$ cat src/rtl/daq_pkg.sv
// daq_pkg: state encoding and register layouts shared by the readout controller.
package daq_pkg;
  typedef enum logic [2:0] {
    S_IDLE      = 3'd0,
    S_ARM       = 3'd1,
    S_WAIT_DONE = 3'd2,
    S_READ      = 3'd3,
    S_RELEASE   = 3'd4
  } state_t;
  localparam int CTL_EN = 0;
  localparam int CTL_FORCE = 1;
  localparam int CTL_CH = 2;
  localparam int CTL_PRE_LSB = 3;
  localparam int CTL_THR_LSB = 16;
  localparam int STS_BUSY = 0;
  localparam int STS_STATE_LSB = 1;
  localparam int STS_FRAME_LSB = 16;
  function automatic logic [31:0] ctl_word(input logic [15:0] thr, input logic [12:0] pre,
                                           input logic ch, input logic frc, input logic en);
    logic [31:0] w;
    w = '0;
    w[CTL_EN] = en;
    w[CTL_FORCE] = frc;
    w[CTL_CH] = ch;
    w[CTL_PRE_LSB +: 13] = pre;
    w[CTL_THR_LSB +: 16] = thr;
    return w;
  endfunction
  function automatic logic [31:0] sts_word(input state_t s, input logic [15:0] frames);
    logic [31:0] w;
    w = '0;
    w[STS_BUSY] = s != S_IDLE;
    w[STS_STATE_LSB +: 3] = s;
    w[STS_FRAME_LSB +: 16] = frames;
    return w;
  endfunction
endpackage

$ cat src/rtl/daq_skid_buf.sv
// daq_skid_buf: 2-entry output buffer carrying data+last; entry 0 drives the stream.
module daq_skid_buf #(
  parameter int W = 16
) (
  input  logic         aclk,
  input  logic         aresetn,
  input  logic         flush,
  input  logic         in_valid,
  input  logic [W-1:0] in_data,
  input  logic         in_last,
  output logic         out_valid,
  output logic [W-1:0] out_data,
  output logic         out_last,
  input  logic         out_ready,
  output logic [1:0]   occ
);
  logic [W:0] e0, e1;
  logic pop;
  assign pop = out_valid & out_ready;
  assign out_valid = occ != 2'd0;
  assign out_data = e0[W-1:0];
  assign out_last = e0[W];
  always_ff @(posedge aclk) begin
    if (!aresetn || flush) begin
      occ <= 2'd0;
      e0 <= '0;
      e1 <= '0;
    end else begin
      occ <= occ - {1'b0, pop} + {1'b0, in_valid};
      if (pop) e0 <= occ == 2'd2 ? e1 : {in_last, in_data};
      else if (occ == 2'd0 && in_valid) e0 <= {in_last, in_data};
      if (in_valid && (occ - {1'b0, pop}) == 2'd1) e1 <= {in_last, in_data};
    end
  end
endmodule

$ cat src/rtl/daq_readout_ctrl.sv
// daq_readout_ctrl: arms the DAQ core, waits for capture done and streams BRAM words out.
// Optional DAQ_AUTO_TRIGGER_EN adds a WAIT_DONE timeout that raises force_trigger.
module daq_readout_ctrl
  import daq_pkg::*;
#(
  parameter int BRAM_ADDR_WIDTH = 16,
  parameter int BRAM_DATA_WIDTH = 16
) (
  input  logic                       aclk,
  input  logic                       aresetn,
  input  logic                       cfg_start,
  input  logic                       cfg_auto_rearm,
  input  logic                       cfg_abort,
  input  logic [15:0]                cfg_threshold,
  input  logic [12:0]                cfg_pretrigger,
  input  logic                       cfg_channel,
  input  logic [BRAM_ADDR_WIDTH-1:0] cfg_rd_base,
  input  logic [BRAM_ADDR_WIDTH-1:0] cfg_rd_len,
  input  logic [31:0]                cfg_timeout,
  output logic [31:0]                daq_control,
  input  logic [31:0]                daq_status,
  output logic [31:0]                ctrl_status,
  output logic                       bram_portb_clk,
  output logic [BRAM_ADDR_WIDTH-1:0] bram_portb_addr,
  output logic                       bram_portb_en,
  input  logic [BRAM_DATA_WIDTH-1:0] bram_portb_rddata,
  output logic [BRAM_DATA_WIDTH-1:0] m_axis_tdata,
  output logic                       m_axis_tvalid,
  output logic                       m_axis_tlast,
  input  logic                       m_axis_tready
);
  localparam int AW = BRAM_ADDR_WIDTH;
  state_t state, state_nxt;
  logic [15:0] thr_q, frames;
  logic [12:0] pre_q;
  logic ch_q, inflight, in_last, aborted, pop, last_beat, frc, done, unused_status;
  logic [AW-1:0] base_q, len_q, rd_addr;
  logic [AW:0] rem;
  logic [1:0] occ;
  logic [2:0] slot;
  assign done = daq_status[0];
  assign unused_status = ^daq_status[31:1];
  assign pop = m_axis_tvalid & m_axis_tready;
  assign last_beat = state == S_READ && pop && m_axis_tlast && !cfg_abort;
  // Words buffered after this edge plus the one landing from BRAM must leave room for a new read.
  assign slot = {1'b0, occ} + {2'b0, inflight} - {2'b0, pop};
  assign bram_portb_en = state == S_READ && rem != '0 && slot < 3'd2;
  assign bram_portb_addr = rd_addr;
  assign bram_portb_clk = aclk;
  always_ff @(posedge aclk) begin
    if (!aresetn) state <= S_IDLE;
    else state <= state_nxt;
  end
  always_comb begin
    state_nxt = state;
    if (cfg_abort) state_nxt = S_RELEASE;
    else
      case (state)
        S_IDLE:      state_nxt = cfg_start ? S_ARM : S_IDLE;
        S_ARM:       state_nxt = S_WAIT_DONE;
        S_WAIT_DONE: state_nxt = done ? S_READ : S_WAIT_DONE;
        S_READ:      state_nxt = last_beat ? S_RELEASE : S_READ;
        S_RELEASE:   state_nxt = done ? S_RELEASE : (cfg_auto_rearm && !aborted) ? S_ARM : S_IDLE;
        default:     state_nxt = S_IDLE;
      endcase
  end
  always_comb begin
    daq_control = ctl_word(thr_q, pre_q, ch_q, frc, state inside {S_ARM, S_WAIT_DONE, S_READ});
    ctrl_status = sts_word(state, frames);
  end
  always_ff @(posedge aclk) begin
    if (!aresetn) begin
      thr_q <= '0;
      pre_q <= '0;
      ch_q <= 1'b0;
      base_q <= '0;
      len_q <= '0;
      rd_addr <= '0;
      rem <= '0;
      inflight <= 1'b0;
      in_last <= 1'b0;
      frames <= '0;
      aborted <= 1'b0;
    end else begin
      if (state == S_IDLE && cfg_start) begin
        thr_q <= cfg_threshold;
        pre_q <= cfg_pretrigger;
        ch_q <= cfg_channel;
        base_q <= cfg_rd_base;
        len_q <= cfg_rd_len;
      end
      if (state == S_ARM) begin
        rd_addr <= base_q;
        rem <= len_q == '0 ? {1'b1, {AW{1'b0}}} : {1'b0, len_q};
      end else if (bram_portb_en) begin
        rd_addr <= rd_addr + 1'b1;
        rem <= rem - 1'b1;
      end
      inflight <= bram_portb_en;
      in_last <= bram_portb_en && rem == {{AW{1'b0}}, 1'b1};
      if (last_beat) frames <= frames + 1'b1;
      aborted <= cfg_abort | (aborted & (state != S_RELEASE | done));
    end
  end
`ifdef DAQ_AUTO_TRIGGER_EN
  logic [31:0] tmo_cnt;
  logic hit;
  assign hit = cfg_timeout != '0 && tmo_cnt == cfg_timeout;
  assign frc = state == S_WAIT_DONE && hit;
  always_ff @(posedge aclk) begin
    if (!aresetn || state != S_WAIT_DONE) tmo_cnt <= '0;
    else if (!hit) tmo_cnt <= tmo_cnt + 1'b1;
  end
`else
  logic unused_timeout;
  assign unused_timeout = ^cfg_timeout;
  assign frc = 1'b0;
`endif
  daq_skid_buf #(.W(BRAM_DATA_WIDTH)) u_skid (
    .aclk      (aclk),
    .aresetn   (aresetn),
    .flush     (cfg_abort || state != S_READ),
    .in_valid  (inflight),
    .in_data   (bram_portb_rddata),
    .in_last   (in_last),
    .out_valid (m_axis_tvalid),
    .out_data  (m_axis_tdata),
    .out_last  (m_axis_tlast),
    .out_ready (m_axis_tready),
    .occ       (occ)
  );
endmodule

$ cat config.mk
export PLATFORM = sky130hd
export DESIGN_NAME = daq_readout_ctrl
export DESIGN_NICKNAME = d
export VERILOG_FILES = /design/src/rtl/daq_pkg.sv /design/src/rtl/daq_skid_buf.sv /design/src/rtl/daq_readout_ctrl.sv
export SDC_FILE = /design/constraint.sdc
export NUM_CORES = 1
export LEC_CHECK = 0
export BUFFER_PORTS_ARGS = -buffer_cell sky130_fd_sc_hd__buf_2
export CAP_MARGIN = 15
export CORE_ASPECT_RATIO = 2
export CORE_MARGIN = 4
export CORE_UTILIZATION = 50
export CTS_CLUSTER_DIAMETER = 80
export CTS_CLUSTER_SIZE = 40
export DETAILED_ROUTE_END_ITERATION = 8
export PLACE_DENSITY = 0.81
export SLEW_MARGIN = 20
export SYNTH_ARGS = -nofsm -noshare
export SYNTH_HDL_FRONTEND = slang
export SYNTH_SLANG_ARGS = --single-unit
$ cat constraint.sdc
create_clock -name aclk -period 3.2 [get_ports aclk]
set_input_delay 0.32 -clock aclk [delete_from_list [all_inputs] [get_ports aclk]]
set_output_delay 0.32 -clock aclk [all_outputs]
set_load 0.05 [all_outputs]
* Word level (Yosys, flattened, before mapping)
Cells that the tools add are included.
** Cells by class
- Equal/unequal tests :: 9
- Muxes and demuxes :: 15
- Reduce and logical (&&, ||, !) cells :: 25
- Add/sub/neg operators :: 7
- $lt $le $gt $ge :: 1
- Bitwise operators :: 5
** Operators by type and width (number)
- $mux W17 :: 6
- $add A16 B1 Y16 const B :: 2
- $mux W16 :: 2
- $eq A17 B1 Y1 const B :: 1
- $reduce_bool A17 Y1 :: 1
- $sub A17 B1 Y17 const B :: 1
- $logic_not A16 Y1 :: 1
- $pmux W3 S5 :: 1
- $logic_and A1 B1 Y1 :: 10
- $mux W3 :: 3
- $eq A3 B2 Y1 const B :: 2
- $reduce_bool A2 Y1 :: 3
- $reduce_bool A3 Y1 :: 2
- $add A2 B1 Y3 :: 1
- $eq A3 B1 Y1 const B :: 1
- $eq A3 B3 Y1 const B :: 1
- $logic_not A1 Y1 :: 3
- $logic_not A3 Y1 :: 1
- $lt A3 B2 Y1 const B :: 1
- $mux W1 :: 3
- $ne A3 B2 Y1 const B :: 1
- $ne A3 B3 Y1 const B :: 1
- $sub A3 B1 Y3 :: 1
- $add A2 B1 Y2 :: 1
- other kinds (9) :: 12
** Word-level totals
- Bits of input ports :: 148
- Bits in registers :: 153

* Depth between registers and ports, before layout
Gate-level depths: netlist of the first run.
- Depth after elaboration :: 8
- Gate-level depth with buffers :: 12
- Mapped depth without buffers :: 10

* Cells and area by module
Synthesis of the first run repeated with hierarchy kept, for this count alone.
** Unflattened totals
- Cells, all modules :: 809
- Area, all modules :: 6819.0 sq um
** By module, submodules not included
- daq_readout_ctrl :: sequential area each 2342.2 sq um, cells each 658, instances 1, area an instance 5286.3 sq um
- daq_skid_buf :: sequential area each 720.7 sq um, cells each 151, instances 1, area an instance 1532.7 sq um

==> results of run 1 <==
-- through the flow --
stage          cell area [sq um]  std cells  utilization [%]  power (mW)
3_3_place_gp                7675       1103            58.41       2.558
5_1_grt                     8343       1138            63.49       4.823
6_report                    8343       1138            63.49       4.648
3_5_place_dp                7675       1103            58.41       2.568
2_1_floorplan               6814        833                -       2.446
4_1_cts                     8328       1138            63.38       4.680
-- tightest hold or removal path, stage by stage --
cell,delay [ps]
sky130_fd_sc_hd__buf_2,90
sky130_fd_sc_hd__nand2_1,40
sky130_fd_sc_hd__a21oi_1,50
-- final cells by class --
type / count / area, sq um
Sequential cell: 153 / 3064
Tap cell: 152 / 190.2
Fill cell: 1145 / 4797
Multi-Input combinational cell: 598 / 3388
Clock inverter: 14 / 140.1
Clock buffer: 22 / 509.2
Timing Repair Buffer: 184 / 987.2
Inverter: 15 / 63.81
-- where the power goes --
part | internal [mW] | total (mW) | switching, mW
registers | 1.96 | 2.00 | 0.0428
logic | 0.137 | 0.464 | 0.327
clock network | 1.26 | 2.18 | 0.921
-- cells by family after synthesis --
| family | Yosys count |
|---|---|
| mux | 36 |
| compound gates | 167 |
| flops | 153 |
| fa+ha+maj | 8 |
| xor+xnor | 23 |
| buf+inv | 82 |
| simple gates | 351 |
| other cells | 1 |
-- path summary, 6_finish.rpt --
| path | start | endpoint | slack (ps) | cells past startpoint |
|---|---|---|---|---|
| min | cfg_threshold[4] | thr_q[4] | 20 | 3 |
| max reg2reg | u_skid.occ[1] | rem[13] | 530 | 9 |
| max | u_skid.occ[1] | bram_portb_en | 160 | 9 |
| min reg2reg | thr_q[6] | thr_q[6] | 450 | 2 |
-- routing by layer --
metal  part of all wire, %  track usage [%]  vias to the layer above  routed length (um)
met5                     0                0                        -                   0
met4                   4.8            13.87                        0                 867
met2                    52            40.52                      248                9374
met3                   6.3            6.565                       60                1133
li1                      -                -                     3138                   -
met1                    37            24.02                     2915                6690
-- flip-flops by register name (all words and copies together) (netlist names) --
| name | cells |
|---|---|
| inflight | 1 |
| state | 3 |
| in_last | 1 |
| thr_q | 16 |
| base_q | 16 |
| u_skid.e1 | 17 |
| u_skid.e0 | 17 |
| rem | 17 |
| ch_q | 1 |
| len_q | 16 |
| frames | 16 |
| u_skid.occ | 2 |
| pre_q | 13 |
| bram_portb_addr | 16 |
| aborted | 1 |
-- cells in the final DEF, fill, tap and decap left out, types with 11 or more instances in the layout --
cell                        instances
sky130_fd_sc_hd__nor3_1            23
sky130_fd_sc_hd__nor2_1            72
sky130_fd_sc_hd__a211oi_1          19
sky130_fd_sc_hd__inv_1             13
sky130_fd_sc_hd__conb_1            13
sky130_fd_sc_hd__mux2i_1           35
sky130_fd_sc_hd__buf_2            170
sky130_fd_sc_hd__nand2_1          158
sky130_fd_sc_hd__dfxtp_1          152
sky130_fd_sc_hd__nor4_1            11
sky130_fd_sc_hd__xnor2_1           12
sky130_fd_sc_hd__a21oi_1           82
sky130_fd_sc_hd__clkbuf_16         20
sky130_fd_sc_hd__nand3_1           26
sky130_fd_sc_hd__o21ai_0           12
sky130_fd_sc_hd__buf_4             12
-- repair_timing --
item	in CTS	in global routing
endpoints found under the setup margin	1	1
hold endpoints to repair	0	0
gates resized for setup	4	5
gates cloned	0	0
==> results by group, run 1 <==
Setup path
  • Arrival time reported for the critical path endpoint: 2720 ps
  • Bufs and invs on worst path: 3
  • Required time worst endpoint: 2880 ps
  • Critical path peak fanout: 17
  • Cell chain of the critical path: nand3b_1, inv_1, o21ai_1, fa_1, and4b_2, nand2_1, a21o_4, inv_8, buf_6
  • Element type at the critical path end: primary output
  • Class of the most critical setup path: flip-flop to primary output
  • CP peak stage delay: 500 ps
  • Worst Setup Start Kind: flip-flop
  • Slowest-stage cell, CP: sky130_fd_sc_hd__fa_1
  • Family of cells with the greatest summed delay on the critical path: adder cells

Synth
  • Register bit total from synthesis: 153
  • Commonest cells in the netlist: 158 x sky130_fd_sc_hd__nand2_1, 153 x sky130_fd_sc_hd__dfxtp_1, 82 x sky130_fd_sc_hd__a21oi_1
  • Area share of the largest cell type after synthesis: 45.25%
  • Simple logic cell fraction of the synthesized area: 23.75%
  • Number of warnings issued by yosys: 0
  • Share of synthesized registers carrying an async set or reset: 0%
  • Prevailing post-synth register cell: sky130_fd_sc_hd__dfxtp_1
  • Most instantiated library cell after synthesis: sky130_fd_sc_hd__nand2_1
  • Cell accounting for the most synthesized area: sky130_fd_sc_hd__dfxtp_1
  • Synthesized-area fraction occupied by ao, oa, aoi and oai cells: 15.38%
  • Sequential share of the synthesized area: 45.25%
  • Proportion of synthesized area in mux cells: 5.342%
  • Syn_area_per_cell: 8.245 sq um
  • Leading post-synthesis cells by cell area: sky130_fd_sc_hd__dfxtp_1 45%, sky130_fd_sc_hd__nand2_1 8.8%, sky130_fd_sc_hd__a21oi_1 6.1%, sky130_fd_sc_hd__mux2i_1 5.2%, sky130_fd_sc_hd__nor2_1 4.0%
  • Yosys cell types: 61
  • Post-Synth Adder-Cell Area: 1.590%
  • Combinational family with the most area after synthesis: simple AND/OR/NAND/NOR gates
  • Number of synthesized flops with an enable pin: 0
  • Synthesized cell area: 6769 sq um
  • Cells after Synth: 821
  • Xor-xnor portion of the synthesized cell area: 2.976%

STA
  • Maximum achievable frequency: 329.4 MHz
  • Worst hold margin: 21.27 ps
  • RSZ-0062 raised after global routing: false
  • Final Hold Fails: 0
  • Worst Tran Pin Value: 705.0 ps
  • Relative max-transition margin: 52.80%
  • Count of pins over their slew limit: 0
  • Final setup fails: 0
  • Final critical-path required period: 3036 ps
  • Final critical-path share of the clock period: 94.86%
  • Clock Skew: 12.31 ps
  • Aggregate negative setup slack: 0 ps
  • Final Worst Setup Slack: 164.4 ps

Placed design
  • Post-DP HPWL: 12.69 mm
  • GP Congestion: 0.8639
  • Number of port buffers: 171
  • Worst setup slack before clock tree synthesis: 339.1 ps

CTS
  • Clk_lat worst skew: 530 ps
  • Clock transition at the registers of the reported paths: 70 ps
  • Setup repair bufs after CTS: 0
  • Hold Buf Count CTS: 0
  • CTS tree: yes

Floorplanning
  • Number of ports placed on the die boundary: 248
  • FP Rows: 59
  • Area of the core: 13140 sq um
  • Vertical die dimension: 172.5 um
  • Effective utilization at floorplan: 51.51%
  • Horizontal die dimension: 90.28 um
  • Area enclosed by the die boundary: 15580 sq um

Drt
  • Starting DRC count in detailed routing: 210
  • DR WL/cell: 15.88 um
  • Via count of the routed design: 6361
  • Via density: 5.590
  • Total detailed-routing wirelength: 18.07 mm
  • Detailed Routing Iterations Pass 1: 5
  • Remaining antenna violation count after routing: 0
  • Remaining design rule violation count: 0

Hold path
  • Worst hold path class: primary input to flip-flop

Outcome
  • Outcome: completed

Final layout
  • Ant diodes: 0
  • Layout cells sized above 1: 24.34%
  • Layout overhead on the synthesized area: 23.25%
  • Number of nets in the finished design: 1129

Power
  • Leak Pwr: 3.544 nW
  • Pwr Density: 557.2 nW/um^2
  • IR drop worst, VDD: 0.0004359 V

Run
  • Total of max-cap violations: 0

GRT
  • Overflow after GRT: 0
  • Overall track demand over capacity in global routing: 23.05%
  • Largest net degree at the start of global routing: 84
  • Vias in the first global route: 6221
  • Initial antenna violation count: 0
  • Global-route wire length before repair: 29.59 mm
Note: power is estimated with default switching activity, not from simulation.
==> inputs of run 2 (changes only) <==
- CELL_PAD_IN_SITES_DETAIL_PLACEMENT: unset -> 0
- CELL_PAD_IN_SITES_GLOBAL_PLACEMENT: unset -> 1
- CORE_UTILIZATION: 50 -> 35
- PLACE_DENSITY: 0.81 -> unset
- PLACE_DENSITY_LB_ADDON: unset -> 0.1
==> results by group, run 2 (same netlist as run 1, synthesis figures left out) <==
Outcome
  • Outcome: completed

Floorplanning
  • Area of the core: 18920 sq um
  • Number of ports placed on the die boundary: 248
  • Vertical die dimension: 204.7 um
  • Area enclosed by the die boundary: 21760 sq um
  • Horizontal die dimension: 106.3 um
  • Effective utilization at floorplan: 35.77%
  • FP Rows: 71

STA
  • Maximum achievable frequency: 333.6 MHz
  • Final critical-path share of the clock period: 93.67%
  • Final Hold Fails: 0
  • RSZ-0062 raised after global routing: false
  • Aggregate negative setup slack: 0 ps
  • Final setup fails: 0
  • Relative max-transition margin: 56.45%
  • Worst Tran Pin Value: 653.2 ps
  • Final critical-path required period: 2998 ps
  • Count of pins over their slew limit: 0
  • Clock Skew: 10.12 ps

Drt
  • Starting DRC count in detailed routing: 316
  • Via density: 4.928
  • Remaining antenna violation count after routing: 0
  • Via count of the routed design: 6135
  • Total detailed-routing wirelength: 19.37 mm
  • Remaining design rule violation count: 0
  • DR WL/cell: 15.56 um
  • Detailed Routing Iterations Pass 1: 4

CTS
  • Clk_lat worst skew: 530 ps
  • CTS tree: yes
  • Clock transition at the registers of the reported paths: 60 ps
  • Setup repair bufs after CTS: 0

Hold path
  • Hold path depth: 3
  • Worst Hold End: pre_q[5]
  • Hold path startpoint: cfg_pretrigger[5]
  • Worst hold path class: primary input to flip-flop

Final layout
  • Layout cells sized above 1: 24.24%
  • Commonest non-fill, non-tap cells in the layout: 170 x sky130_fd_sc_hd__buf_2, 158 x sky130_fd_sc_hd__nand2_1, 153 x sky130_fd_sc_hd__dfxtp_1, 82 x sky130_fd_sc_hd__a21oi_1, 72 x sky130_fd_sc_hd__nor2_1
  • Most common cell after layout, fill and taps aside: sky130_fd_sc_hd__buf_2
  • Ant diodes: 0
  • Number of nets in the finished design: 1134
  • Core utilization of the finished layout: 44.75%
  • Layout overhead on the synthesized area: 25.10%
  • Largest registers ranked by flip-flop count: rem: 17 flops, u_skid.e0: 17 flops, u_skid.e1: 17 flops

Setup path
  • Cell chain of the critical path: nand3b_1, inv_1, o21ai_1, fa_1, and4b_2, nand2_1, a21o_4, inv_6, buf_6
  • Critical path peak fanout: 15
  • Class of the most critical setup path: flip-flop to primary output
  • Worst Setup Start Kind: flip-flop
  • Slowest-stage cell, CP: sky130_fd_sc_hd__fa_1
  • Arrival time reported for the critical path endpoint: 2680 ps
  • Register-to-register path setup slack: 610 ps
  • Required time worst endpoint: 2880 ps
  • CP peak stage delay: 490 ps
  • Bufs and invs on worst path: 3
  • Capture instance of the worst register-to-register path: rem[13]
  • Family of cells with the greatest summed delay on the critical path: simple AND/OR/NAND/NOR gates
  • Worst Reg-to-Reg Cells: 9
  • Element type at the critical path end: primary output
  • Worst flop-to-flop path startpoint: u_skid.occ[0]

GRT
  • Initial antenna violation count: 0
  • Overall track demand over capacity in global routing: 18.04%
  • Vias in the first global route: 6101
  • Largest net degree at the start of global routing: 66
  • Overflow after GRT: 0
  • Global-route wire length before repair: 31.10 mm

Power
  • Pwr Density: 539.9 nW/um^2
  • Leak Pwr: 3.543 nW
  • IR drop worst, VDD: 0.0003073 V

Placed design
  • GP Congestion: 0.8164
  • Post-DP HPWL: 13.72 mm
  • Number of port buffers: 171

Run
  • Total of max-cap violations: 0
run 2: cell type report:
cell class	count	area (sq um)
Clock buffer	23	513.0
Sequential cell	153	3063
Tap cell	255	319.1
Multi-Input combinational cell	598	3388
Fill cell	2015	10450
Clock inverter	12	105.1
Timing Repair Buffer	189	1017
Inverter	15	62.56
run 2: timing repair:
action,CTS,global route
setup endpoints to repair,1,1
hold buffers,2,0
hold endpoints to repair,2,0
resized for setup,2,5
run 2: how the worst max path moves through the flow:
stage,startpoint,end,slack (ps),cells after the start
final,u_skid.occ[0],bram_portb_en,200,9
after global routing,u_skid.occ[0],bram_portb_en,30,9
after CTS,u_skid.occ[0],bram_portb_en,9,9
after detailed placement,m_axis_tready,bram_portb_en,360,10
after global placement,m_axis_tready,bram_portb_en,380,10
after floorplan,u_skid.occ[1],rem[5],400,12
run 2: worst min-delay path, stage by stage:
cell and delay [ps]:
sky130_fd_sc_hd__buf_2 90, sky130_fd_sc_hd__nand2_1 40, sky130_fd_sc_hd__a21oi_1 50
run 2: per-stage QoR:
stage / hold WS, ps / instances / worst slack [ps] / total power, mW / area [sq um]
3_5_place_dp: 443.0 / 1209 / 360.0 / 2.582 / 7815
5_1_grt: 11.03 / 1245 / 27.70 / 4.778 / 8468
3_3_place_gp: 438.2 / 1209 / 376.3 / 2.581 / 7815
2_1_floorplan: 431.7 / 833 / 402.0 / 2.446 / 6814
4_1_cts: 0.1557 / 1245 / 9.196 / 4.661 / 8453
6_report: 23.10 / 1245 / 202.5 / 4.572 / 8468
run 2: power by group:
part | total [mW] | switching (mW) | internal [mW]
sequential | 2.00 | 0.0413 | 1.96
combinational | 0.472 | 0.333 | 0.139
clock | 2.10 | 0.869 | 1.23
total | 4.57 | 1.24 | 3.33
run 2: per-layer routing:
metal / global-route usage (%) / up-vias / share of wire [%]
li1: - / 3145 / -
met1: 19.52 / 2814 / 39
met2: 32.60 / 158 / 53
met3: 4.983 / 18 / 5.5
met4: 7.550 / 0 / 2.0
met5: 0 / - / 0
